==> src/rtl/fft_pkg.sv <==
// ---------------------------------------------------------------------------
// fft_pkg
//
// Shared definitions for the pipelined radix-2 butterfly:
//   MODE_DIT / MODE_DIF : values of the per-sample mode bit.
//   round_shift()       : arithmetic right shift with round-half-up.
//   saturate()          : clamp a signed value into a signed field of a given width.
//
// Both helpers work on 64-bit signed values so callers can hand them any
// intermediate result without first deciding on a width.
// ---------------------------------------------------------------------------
package fft_pkg;

    localparam logic MODE_DIT = 1'b0;
    localparam logic MODE_DIF = 1'b1;

    // (value + 2^(sh-1)) >>> sh; a zero shift passes the value through.
    function automatic logic signed [63:0] round_shift(input logic signed [63:0] value,
                                                       input int unsigned        sh);
        logic signed [63:0] bias;
        round_shift = value;
        if (sh != 0) begin
            bias        = 64'sd1 <<< (sh - 1);
            round_shift = (value + bias) >>> sh;
        end
    endfunction

    // Clamp to [-2^(width-1), 2^(width-1)-1].
    function automatic logic signed [63:0] saturate(input logic signed [63:0] value,
                                                    input int unsigned        width);
        logic signed [63:0] hi;
        logic signed [63:0] lo;
        hi = (64'sd1 <<< (width - 1)) - 64'sd1;
        lo = -(64'sd1 <<< (width - 1));
        if (value > hi) begin
            saturate = hi;
        end else if (value < lo) begin
            saturate = lo;
        end else begin
            saturate = value;
        end
    endfunction

endpackage

==> src/rtl/fft_cmul_round.sv <==
// ---------------------------------------------------------------------------
// fft_cmul_round
//
// Combinational complex multiply with round-half-up on the result.
//   x_re_i, x_im_i : WIDTH+1-bit signed multiplicand (wide enough for a DIF
//                    difference)
//   w_re_i, w_im_i : WIDTH-bit signed twiddle, FRAC fractional bits
//   p_re_o, p_im_o : (x*w + 2^(FRAC-1)) >>> FRAC, 2*WIDTH+2-FRAC bits signed
//
// Products are formed at 2*WIDTH+2 bits, which holds the worst-case sum of
// two (WIDTH+1)x(WIDTH) products, so nothing is lost before rounding.
// ---------------------------------------------------------------------------
module fft_cmul_round
    import fft_pkg::*;
#(
    parameter int unsigned WIDTH = 8,
    parameter int unsigned FRAC  = 4
) (
    input  logic [WIDTH:0]            x_re_i,
    input  logic [WIDTH:0]            x_im_i,
    input  logic [WIDTH-1:0]          w_re_i,
    input  logic [WIDTH-1:0]          w_im_i,
    output logic [2*WIDTH+1-FRAC:0]   p_re_o,
    output logic [2*WIDTH+1-FRAC:0]   p_im_o
);

    localparam int unsigned PW = 2 * WIDTH + 2;
    localparam int unsigned RW = PW - FRAC;

    logic signed [PW-1:0] xr;
    logic signed [PW-1:0] xi;
    logic signed [PW-1:0] wr;
    logic signed [PW-1:0] wi;
    logic signed [PW-1:0] prod_re;
    logic signed [PW-1:0] prod_im;

    always_comb begin
        xr      = PW'($signed(x_re_i));
        xi      = PW'($signed(x_im_i));
        wr      = PW'($signed(w_re_i));
        wi      = PW'($signed(w_im_i));
        prod_re = (xr * wr) - (xi * wi);
        prod_im = (xr * wi) + (xi * wr);
        // After dropping FRAC bits the rounded value fits in RW bits.
        p_re_o  = RW'(round_shift(64'(prod_re), FRAC));
        p_im_o  = RW'(round_shift(64'(prod_im), FRAC));
    end

endmodule

==> src/rtl/fft_butterfly_pipe.sv <==
// ---------------------------------------------------------------------------
// fft_butterfly_pipe
//
// Three-stage pipelined radix-2 butterfly, DIT or DIF selected per sample.
//   DIT: m = B*W;  o0 = A + m;  o1 = A - m
//   DIF: d = A - B; o0 = A + B; o1 = d*W
// Multiplies are rounded half-up, optional per-sample 1/2 scaling (rounded),
// then each output is saturated to WIDTH bits.
//
// Ports
//   clk, rst                 clock, synchronous active-high reset
//   in_valid / in_ready      input handshake (in_ready is combinational)
//   in_mode                  0 = DIT, 1 = DIF (travels with the sample)
//   in_scale                 1 = halve each output before saturation
//   in_ar/ai, in_br/bi       operands A and B, WIDTH-bit signed
//   in_wr/wi                 twiddle, Q(WIDTH-FRAC).FRAC
//   out_valid / out_ready    output handshake
//   out_0r/0i, out_1r/1i     butterfly results, WIDTH-bit signed
//   out_sat                  some output of this result was clipped
//   sat_sticky               OR of every handshaked out_sat since reset
//
// Stages
//   S1: register inputs, DIF difference, choose the multiplicand
//   S2: complex multiply + rounding
//   S3: final add/sub, scale, saturate, out_sat
// The whole pipe stalls together: advance = !out_valid | out_ready.
// ---------------------------------------------------------------------------
module fft_butterfly_pipe
    import fft_pkg::*;
#(
    parameter int unsigned WIDTH = 8,
    parameter int unsigned FRAC  = 4
) (
    input  logic             clk,
    input  logic             rst,
    input  logic             in_valid,
    output logic             in_ready,
    input  logic             in_mode,
    input  logic             in_scale,
    input  logic [WIDTH-1:0] in_ar,
    input  logic [WIDTH-1:0] in_ai,
    input  logic [WIDTH-1:0] in_br,
    input  logic [WIDTH-1:0] in_bi,
    input  logic [WIDTH-1:0] in_wr,
    input  logic [WIDTH-1:0] in_wi,
    output logic             out_valid,
    input  logic             out_ready,
    output logic [WIDTH-1:0] out_0r,
    output logic [WIDTH-1:0] out_0i,
    output logic [WIDTH-1:0] out_1r,
    output logic [WIDTH-1:0] out_1i,
    output logic             out_sat,
    output logic             sat_sticky
);

    // Width of the rounded product.
    localparam int unsigned RW = 2 * WIDTH + 2 - FRAC;

    logic advance;

    // ---------------- S1 state ----------------
    logic             s1_valid_q, s1_valid_d;
    logic             s1_mode_q,  s1_mode_d;
    logic             s1_scale_q, s1_scale_d;
    logic [WIDTH-1:0] s1_ar_q, s1_ar_d;
    logic [WIDTH-1:0] s1_ai_q, s1_ai_d;
    logic [WIDTH-1:0] s1_br_q, s1_br_d;
    logic [WIDTH-1:0] s1_bi_q, s1_bi_d;
    logic [WIDTH-1:0] s1_wr_q, s1_wr_d;
    logic [WIDTH-1:0] s1_wi_q, s1_wi_d;
    logic [WIDTH:0]   s1_xr_q, s1_xr_d;
    logic [WIDTH:0]   s1_xi_q, s1_xi_d;

    // ---------------- S2 state ----------------
    logic             s2_valid_q, s2_valid_d;
    logic             s2_mode_q,  s2_mode_d;
    logic             s2_scale_q, s2_scale_d;
    logic [WIDTH-1:0] s2_ar_q, s2_ar_d;
    logic [WIDTH-1:0] s2_ai_q, s2_ai_d;
    logic [WIDTH-1:0] s2_br_q, s2_br_d;
    logic [WIDTH-1:0] s2_bi_q, s2_bi_d;
    logic [RW-1:0]    s2_mr_q, s2_mr_d;
    logic [RW-1:0]    s2_mi_q, s2_mi_d;

    // ---------------- S3 / output state ----------------
    logic             out_valid_q,  out_valid_d;
    logic [WIDTH-1:0] out_0r_q, out_0r_d;
    logic [WIDTH-1:0] out_0i_q, out_0i_d;
    logic [WIDTH-1:0] out_1r_q, out_1r_d;
    logic [WIDTH-1:0] out_1i_q, out_1i_d;
    logic             out_sat_q,    out_sat_d;
    logic             sat_sticky_q, sat_sticky_d;

    // ---------------- S1 combinational ----------------
    logic [WIDTH:0] in_br_ext, in_bi_ext;
    logic [WIDTH:0] dif_r, dif_i;

    always_comb begin
        in_br_ext = {in_br[WIDTH-1], in_br};
        in_bi_ext = {in_bi[WIDTH-1], in_bi};
        // Sign-extended to WIDTH+1 bits, so A - B cannot overflow.
        dif_r     = {in_ar[WIDTH-1], in_ar} - in_br_ext;
        dif_i     = {in_ai[WIDTH-1], in_ai} - in_bi_ext;
    end

    // ---------------- S2 multiplier ----------------
    logic [RW-1:0] mul_re, mul_im;

    fft_cmul_round #(
        .WIDTH (WIDTH),
        .FRAC  (FRAC)
    ) u_cmul (
        .x_re_i (s1_xr_q),
        .x_im_i (s1_xi_q),
        .w_re_i (s1_wr_q),
        .w_im_i (s1_wi_q),
        .p_re_o (mul_re),
        .p_im_o (mul_im)
    );

    // ---------------- S3 combinational ----------------
    logic signed [63:0] a_r, a_i, b_r, b_i, m_r, m_i;
    logic signed [63:0] r0r, r0i, r1r, r1i;
    logic signed [63:0] s0r, s0i, s1r, s1i;
    logic               s3_clip;

    always_comb begin
        a_r = 64'($signed(s2_ar_q));
        a_i = 64'($signed(s2_ai_q));
        b_r = 64'($signed(s2_br_q));
        b_i = 64'($signed(s2_bi_q));
        m_r = 64'($signed(s2_mr_q));
        m_i = 64'($signed(s2_mi_q));

        if (s2_mode_q == MODE_DIT) begin
            r0r = a_r + m_r;
            r0i = a_i + m_i;
            r1r = a_r - m_r;
            r1i = a_i - m_i;
        end else begin
            r0r = a_r + b_r;
            r0i = a_i + b_i;
            r1r = m_r;
            r1i = m_i;
        end

        if (s2_scale_q) begin
            r0r = round_shift(r0r, 1);
            r0i = round_shift(r0i, 1);
            r1r = round_shift(r1r, 1);
            r1i = round_shift(r1i, 1);
        end

        s0r     = saturate(r0r, WIDTH);
        s0i     = saturate(r0i, WIDTH);
        s1r     = saturate(r1r, WIDTH);
        s1i     = saturate(r1i, WIDTH);
        s3_clip = (s0r != r0r) || (s0i != r0i) || (s1r != r1r) || (s1i != r1i);
    end

    // ---------------- next-state ----------------
    always_comb begin
        advance = !out_valid_q || out_ready;

        s1_valid_d   = s1_valid_q;
        s1_mode_d    = s1_mode_q;
        s1_scale_d   = s1_scale_q;
        s1_ar_d      = s1_ar_q;
        s1_ai_d      = s1_ai_q;
        s1_br_d      = s1_br_q;
        s1_bi_d      = s1_bi_q;
        s1_wr_d      = s1_wr_q;
        s1_wi_d      = s1_wi_q;
        s1_xr_d      = s1_xr_q;
        s1_xi_d      = s1_xi_q;

        s2_valid_d   = s2_valid_q;
        s2_mode_d    = s2_mode_q;
        s2_scale_d   = s2_scale_q;
        s2_ar_d      = s2_ar_q;
        s2_ai_d      = s2_ai_q;
        s2_br_d      = s2_br_q;
        s2_bi_d      = s2_bi_q;
        s2_mr_d      = s2_mr_q;
        s2_mi_d      = s2_mi_q;

        out_valid_d  = out_valid_q;
        out_0r_d     = out_0r_q;
        out_0i_d     = out_0i_q;
        out_1r_d     = out_1r_q;
        out_1i_d     = out_1i_q;
        out_sat_d    = out_sat_q;

        sat_sticky_d = sat_sticky_q || (out_valid_q && out_ready && out_sat_q);

        if (advance) begin
            s1_valid_d = in_valid;
            if (in_valid) begin
                s1_mode_d  = in_mode;
                s1_scale_d = in_scale;
                s1_ar_d    = in_ar;
                s1_ai_d    = in_ai;
                s1_br_d    = in_br;
                s1_bi_d    = in_bi;
                s1_wr_d    = in_wr;
                s1_wi_d    = in_wi;
                s1_xr_d    = (in_mode == MODE_DIF) ? dif_r : in_br_ext;
                s1_xi_d    = (in_mode == MODE_DIF) ? dif_i : in_bi_ext;
            end

            s2_valid_d = s1_valid_q;
            if (s1_valid_q) begin
                s2_mode_d  = s1_mode_q;
                s2_scale_d = s1_scale_q;
                s2_ar_d    = s1_ar_q;
                s2_ai_d    = s1_ai_q;
                s2_br_d    = s1_br_q;
                s2_bi_d    = s1_bi_q;
                s2_mr_d    = mul_re;
                s2_mi_d    = mul_im;
            end

            out_valid_d = s2_valid_q;
            if (s2_valid_q) begin
                out_0r_d  = WIDTH'(s0r);
                out_0i_d  = WIDTH'(s0i);
                out_1r_d  = WIDTH'(s1r);
                out_1i_d  = WIDTH'(s1i);
                out_sat_d = s3_clip;
            end
        end
    end

    // ---------------- registers ----------------
    always_ff @(posedge clk) begin
        if (rst) begin
            s1_valid_q   <= 1'b0;
            s1_mode_q    <= 1'b0;
            s1_scale_q   <= 1'b0;
            s1_ar_q      <= '0;
            s1_ai_q      <= '0;
            s1_br_q      <= '0;
            s1_bi_q      <= '0;
            s1_wr_q      <= '0;
            s1_wi_q      <= '0;
            s1_xr_q      <= '0;
            s1_xi_q      <= '0;
            s2_valid_q   <= 1'b0;
            s2_mode_q    <= 1'b0;
            s2_scale_q   <= 1'b0;
            s2_ar_q      <= '0;
            s2_ai_q      <= '0;
            s2_br_q      <= '0;
            s2_bi_q      <= '0;
            s2_mr_q      <= '0;
            s2_mi_q      <= '0;
            out_valid_q  <= 1'b0;
            out_0r_q     <= '0;
            out_0i_q     <= '0;
            out_1r_q     <= '0;
            out_1i_q     <= '0;
            out_sat_q    <= 1'b0;
            sat_sticky_q <= 1'b0;
        end else begin
            s1_valid_q   <= s1_valid_d;
            s1_mode_q    <= s1_mode_d;
            s1_scale_q   <= s1_scale_d;
            s1_ar_q      <= s1_ar_d;
            s1_ai_q      <= s1_ai_d;
            s1_br_q      <= s1_br_d;
            s1_bi_q      <= s1_bi_d;
            s1_wr_q      <= s1_wr_d;
            s1_wi_q      <= s1_wi_d;
            s1_xr_q      <= s1_xr_d;
            s1_xi_q      <= s1_xi_d;
            s2_valid_q   <= s2_valid_d;
            s2_mode_q    <= s2_mode_d;
            s2_scale_q   <= s2_scale_d;
            s2_ar_q      <= s2_ar_d;
            s2_ai_q      <= s2_ai_d;
            s2_br_q      <= s2_br_d;
            s2_bi_q      <= s2_bi_d;
            s2_mr_q      <= s2_mr_d;
            s2_mi_q      <= s2_mi_d;
            out_valid_q  <= out_valid_d;
            out_0r_q     <= out_0r_d;
            out_0i_q     <= out_0i_d;
            out_1r_q     <= out_1r_d;
            out_1i_q     <= out_1i_d;
            out_sat_q    <= out_sat_d;
            sat_sticky_q <= sat_sticky_d;
        end
    end

    // ---------------- outputs ----------------
    assign in_ready   = advance;
    assign out_valid  = out_valid_q;
    assign out_0r     = out_0r_q;
    assign out_0i     = out_0i_q;
    assign out_1r     = out_1r_q;
    assign out_1i     = out_1i_q;
    assign out_sat    = out_sat_q;
    assign sat_sticky = sat_sticky_q;

endmodule

==> config.mk <==
export PLATFORM = sky130hd
export DESIGN_NAME = fft_butterfly_pipe
export DESIGN_NICKNAME = d
export VERILOG_FILES = /design/src/rtl/fft_pkg.sv /design/src/rtl/fft_cmul_round.sv /design/src/rtl/fft_butterfly_pipe.sv
export SDC_FILE = /design/constraint.sdc
export NUM_CORES = 1
export LEC_CHECK = 0
export ABC_AREA = 1
export BUFFER_PORTS_ARGS = -buffer_cell sky130_fd_sc_hd__buf_2
export CAP_MARGIN = 30
export CORE_UTILIZATION = 50
export DETAILED_ROUTE_END_ITERATION = 12
export PLACE_DENSITY = 0.64
export SLEW_MARGIN = 0
export SYNTH_ARGS = -nofsm -noshare
export SYNTH_HDL_FRONTEND = slang
export SYNTH_HIERARCHICAL = 1
export SYNTH_SLANG_ARGS = --single-unit
==> constraint.sdc <==
create_clock -name clk -period 12.9 [get_ports clk]
set_input_delay 1.935 -clock clk [delete_from_list [all_inputs] [get_ports clk]]
set_output_delay 1.935 -clock clk [all_outputs]
set_load 0.05 [all_outputs]
# Word-level counts from Yosys, hierarchy flattened
# Index checks and enable logic that the tools add are counted.
# totals
out_inout_bits,36
register_bits,167
inputBits,54
elab_cells,88
# classes
mux,18
magnitude_cmp,8
addsub,16
multipliers,4
eq_ne,4
reduce_logical,11
# op_table
cell,count
64-bit two-way mux,16
64-bit by 2-bit adder with 64-bit output (second input constant),4
64-bit by 8-bit greater-than comparator with 1-bit output (second input constant),4
64-bit by 8-bit less-than comparator with 1-bit output (second input constant),4
64-bit inequality test,4
9-bit by 8-bit multiplier with 17-bit output,4
18-bit by 5-bit adder with 18-bit output (second input constant),2
8-bit by 14-bit adder with 15-bit output,2
8-bit by 14-bit subtractor with 15-bit output,2
17-bit by 17-bit adder with 18-bit output,1
8-bit by 8-bit adder with 9-bit output,2
9-bit two-way mux,2
17-bit by 17-bit subtractor with 18-bit output,1
8-bit by 8-bit subtractor with 9-bit output,2
2-bit AND reduction,3
1-bit logical OR,5
1-bit logical AND,2
1-bit logical NOT,1

# Depth between registers and ports, before layout
# depth
depth_word,11
depth_mapped,40
ltp_nobuf,38

# Cells and area by module
# Netlist, hierarchy kept.
# modules_own_cells
module,area_each_um2,n_inst,seq_area_each_um2,cells_each
fft_butterfly_pipe,16827.4,1,3343.2,2846
fft_cmul_round,12385.6,1,0.0,1618

# Least setup slack after synthesis
# Ideal clock, no wire load.
# synth_timing
path_type,flip-flop to flip-flop
start,register s1_wr_q[1]
end,register s2_mi_q[12]
required_time_ns,12.772
setup_ns,0.128
arrival_ns,5.491
period_less_slack_ns,5.620
n_path_buf,2
path_slack_ns,7.280
path_stages_with_launch,22
cell_sequence,dfxtp_1 -> clkbuf_1 -> clkbuf_1 -> nand2_1 -> inv_1 -> fa_1 -> fa_1 -> fa_1 -> fa_1 -> fa_1 -> inv_1 -> fa_1 -> inv_1 -> ha_1 -> a21oi_1 -> o21ai_0 -> a21oi_1 -> nand2_1 -> nand2_1 -> nand2_1 -> o21ai_0 -> a21oi_1
# synth_via
elab_chain_len,3
# synth_lines
element,line,source
from (decl),fft_butterfly_pipe.sv:69,"logic [WIDTH-1:0] s1_wr_q, s1_wr_d;"
from (signal assigned),fft_butterfly_pipe.sv:272,s1_wr_q <= s1_wr_d;
9-bit by 8-bit multiplier with 17-bit output,fft_cmul_round.sv:43,prod_im = (xr * wi) + (xi * wr);
17-bit by 17-bit adder with 18-bit output,fft_cmul_round.sv:43,
18-bit by 5-bit adder with 18-bit output,fft_pkg.sv:24,round_shift = (value + bias) >>> sh;
named net mul_im[12],fft_butterfly_pipe.sv:107,"logic [RW-1:0] mul_re, mul_im;"
to (signal assigned),fft_butterfly_pipe.sv:284,s2_mi_q <= s2_mi_d;
to (decl),fft_butterfly_pipe.sv:83,"logic [RW-1:0] s2_mi_q, s2_mi_d;"
# The timed path passes the listed nets, and every way through them passes these cells.
# A chain may end at the register's enable or synchronous reset.

# Worst setup path after layout
# layout_timing
start,register s1_wr_q[0]
end,register s2_mi_q[11]
# The elaborated chain is that of the path after synthesis.

==> flow_metrics.py <==
metrics = {
    "yosys": {
        "synth_edf_count": 0,
        "yosysWarnings": 6,
        "synthFlopType": "dfxtp_1",
        "synth_area_per_cell_um2": 6.54,
        "synth_area_leaders": "fa_1, nand2_1, ha_1, inv_1, dfxtp_1",
        "yosys.area.top_type": "fa_1",
        "async_flop_share_pct": 0,
        "synth_nets": 5104,
        "ys_ff_latch": 167,
        "synthesis.area_um2": 29200,
        "netlist_instances": 4464,
        "yosysUniqueCellTypes": 57,
        "synth-seq-area-share_pct": 11.4,
        "synth_top_area_share_pct": 21.5,
    },
    "timing": {
        "slew_headroom_pct": 41.4,
        "fin_crit_ps": 6270,
        "fin_crit_sh_pct": 48.6,
        "tns_ps": 0,
        "hold_violations": 0,
        "worst_slack_ps": 6630,
        "finalSetupViolCount": 0,
        "fmax_mhz": 159,
        "skew_ps": 26.5,
        "rsz0062_at_grt": "no",
        "drv_slew": 0,
        "tightest_slew_ps": 878,
    },
    "worst_setup_path": {
        "required_ps": 13280,
        "critPathKind": "register to register",
        "end_kind": "register",
        "crit_arrival_ps": 6650,
        "worstSetupStartpointType": "register",
        "cp_max_fo": 18,
    },
    "route": {
        "drtAntennaViolNets": 0,
        "drt-vias-per-instance": 5.25,
        "wirelength_um": 81200,
        "wl_per_cell_um": 15.6,
        "drtIter0Drc": 1863,
        "vias": 27200,
        "drcViolationCount": 0,
        "first_pass_iters": 6,
    },
    "clock_network": {
        "clockBufferDepth": 2,
        "cts_root_buf": "clkbuf_16",
        "htree_levels": 4,
        "cts.sinks": 167,
        "post_cts_buffers": 0,
        "holdBufCountCts": 0,
        "clk_pin_slew_worst_paths_ps": 100,
        "cts_buffers": 17,
        "cts_resized": 0,
        "clock_latency_ps": 500,
        "cts_tree": "yes",
    },
    "placement": {
        "place_congestion": 0.920,
        "place_ws_ps": 6650,
        "port_buffers": 89,
        "dp_hpwl_um": 64900,
    },
    "floorplanning": {
        "die_w_um": 244,
        "core_area_um2": 57700,
        "dieArea_um2": 59400,
        "row_count": 88,
        "io-pin-count": 90,
        "fp.dieH_um": 244,
        "start_util_pct": 50.6,
    },
    "final_layout": {
        "fin_nets": 5053,
        "drive_above_1_share_pct": 5.24,
        "n_antenna_cell": 0,
        "final_common_cell": "nand2_1",
        "multi_input_area_um2": 21600,
        "nFillCells": 6003,
        "final-seq-area_um2": 3350,
        "area_growth_pct": 4.72,
        "layout_common_cells": "nand2_1, inv_1, nor2_1, nand3_1, fa_1",
    },
    "outcome": {
        "status": "finished, final reports clean",
    },
    "global_routing": {
        "track_usage_pct": 27.6,
        "antenna_found_initial": 2,
        "grt_pass1_vias": 25600,
        "grt_overflow_total": 0,
        "grt_pass1_wl_um": 132000,
        "grt_max_degree": 80,
    },
    "power": {
        "power.density_nw_per_um2": 168,
        "peakVddDrop_v": 0.000160,
        "p_leak_nw": 16.6,
    },
    "min_path": {
        "hold_class": "register to register",
    },
    "run": {
        "drv_cap": 0,
    },
}
[path summary, 6_finish.rpt]
path / startpoint / end / slack (ps) / cells after the start
worst max-delay path: s1_wr_q[0] / s2_mi_q[11] / 6630 / 21
worst min-delay path: sat_sticky / sat_sticky / 450 / 2
worst max register to register: s1_wr_q[0] / s2_mi_q[11] / 6630 / 21
worst min register to register: sat_sticky / sat_sticky / 450 / 2
[layer usage]
layer | vias up | wire [um] | GRT usage, %
met5 | - | 16 | 0
met4 | 4 | 2030 | 7.94
met3 | 101 | 4010 | 2.79
met2 | 658 | 38000 | 45.6
met1 | 12800 | 37200 | 38.3
li1 | 13700 | - | -
[flip-flops by register name, summed over array words and instances (netlist names), 8 cells and up]
register and count:
s1_br_q 8, out_1i 8, s1_xi_q 9, s1_wi_q 8, s1_wr_q 8, s2_br_q 8
s1_bi_q 8, s1_xr_q 9, out_1r 8, s2_mi_q 14, s2_ai_q 8, s2_mr_q 14
s2_ar_q 8, s1_ar_q 8, out_0r 8, out_0i 8, s1_ai_q 8, s2_bi_q 8
[logic make-up (layout without fill, tap and decap cells)]
| group | after synthesis | count (layout) | share of synthesized area (%) |
|---|---|---|---|
| buf+inv | 1094 | 1056 | 14.5 |
| mux | 1 | 1 | 0.0343 |
| flops | 167 | 167 | 11.4 |
| simple gates | 2062 | 2062 | 29.9 |
| fa+ha+maj | 586 | 586 | 33.2 |
| compound gates | 503 | 503 | 9.45 |
| xor+xnor | 51 | 51 | 1.53 |
[power breakdown]
group	switching, mW	internal, mW
clock network	0.292	0.262
logic	2.59	1.34
registers	0.0847	0.571
total	2.96	2.17
[cell usage after synthesis (3+ instances only)]
library cell and n:
a211oi_1 4, a21boi_0 3, a21o_1 6, a21oi_1 204
a21oi_2 5, a31oi_1 13, and2_1 6, buf_1 14
buf_2 36, buf_4 12, buf_6 5, clkbuf_1 112
clkinv_1 7, dfxtp_1 167, fa_1 314, ha_1 272
inv_1 897, inv_2 11, nand2_1 1151, nand2_2 9
nand3_1 316, nand3_2 9, nand3b_1 14, nand4_1 78
nor2_1 384, nor2_2 9, nor2_4 5, nor3_1 30
nor4_1 19, o2111ai_1 5, o211ai_1 5, o21ai_0 200
o21ai_1 8, o21ai_2 7, o21bai_1 6, o22ai_1 10
o31ai_1 11, o41ai_1 6, or2_2 22, xnor2_1 18
xor2_1 33
[stage by stage]
| step | hold slack, ps | util [%] | instances | area (um^2) | power [mW] |
|---|---|---|---|---|---|
| finish | 451 | 53.0 | 5191 | 30600 | 5.14 |
| detailed placement | 436 | 51.9 | 5158 | 30000 | 4.54 |
| floorplan | 442 | - | 4464 | 29200 | 3.64 |
| global placement | 436 | 51.9 | 5158 | 30000 | 4.53 |
| global route | 475 | 53.0 | 5191 | 30600 | 5.74 |
| CTS | 450 | 53.0 | 5190 | 30600 | 5.12 |
[layout make-up]
type,count,area share (%)
Clock buffer,17,1.39
Clock inverter,15,0.573
Inverter,915,11.2
Multi-Input combinational cell,3203,70.7
Sequential cell,167,10.9
Tap cell,765,3.13
Timing Repair Buffer,109,1.99
[critical path, stage by stage (launching register included)]
cell and delay, ps:
dfxtp_1 820, nand2_1 250, inv_1 410, fa_1 490, inv_1 80, fa_1 440
fa_1 500, inv_1 60, fa_1 500, fa_1 550, inv_1 50, fa_1 540
inv_1 40, ha_1 350, a21oi_1 290, o21ai_0 170, a31oi_1 220, nand2_1 80
nand2_1 60, nand2_1 40, o21ai_0 160, a21oi_1 60
(Power assumes the default switching activity.)
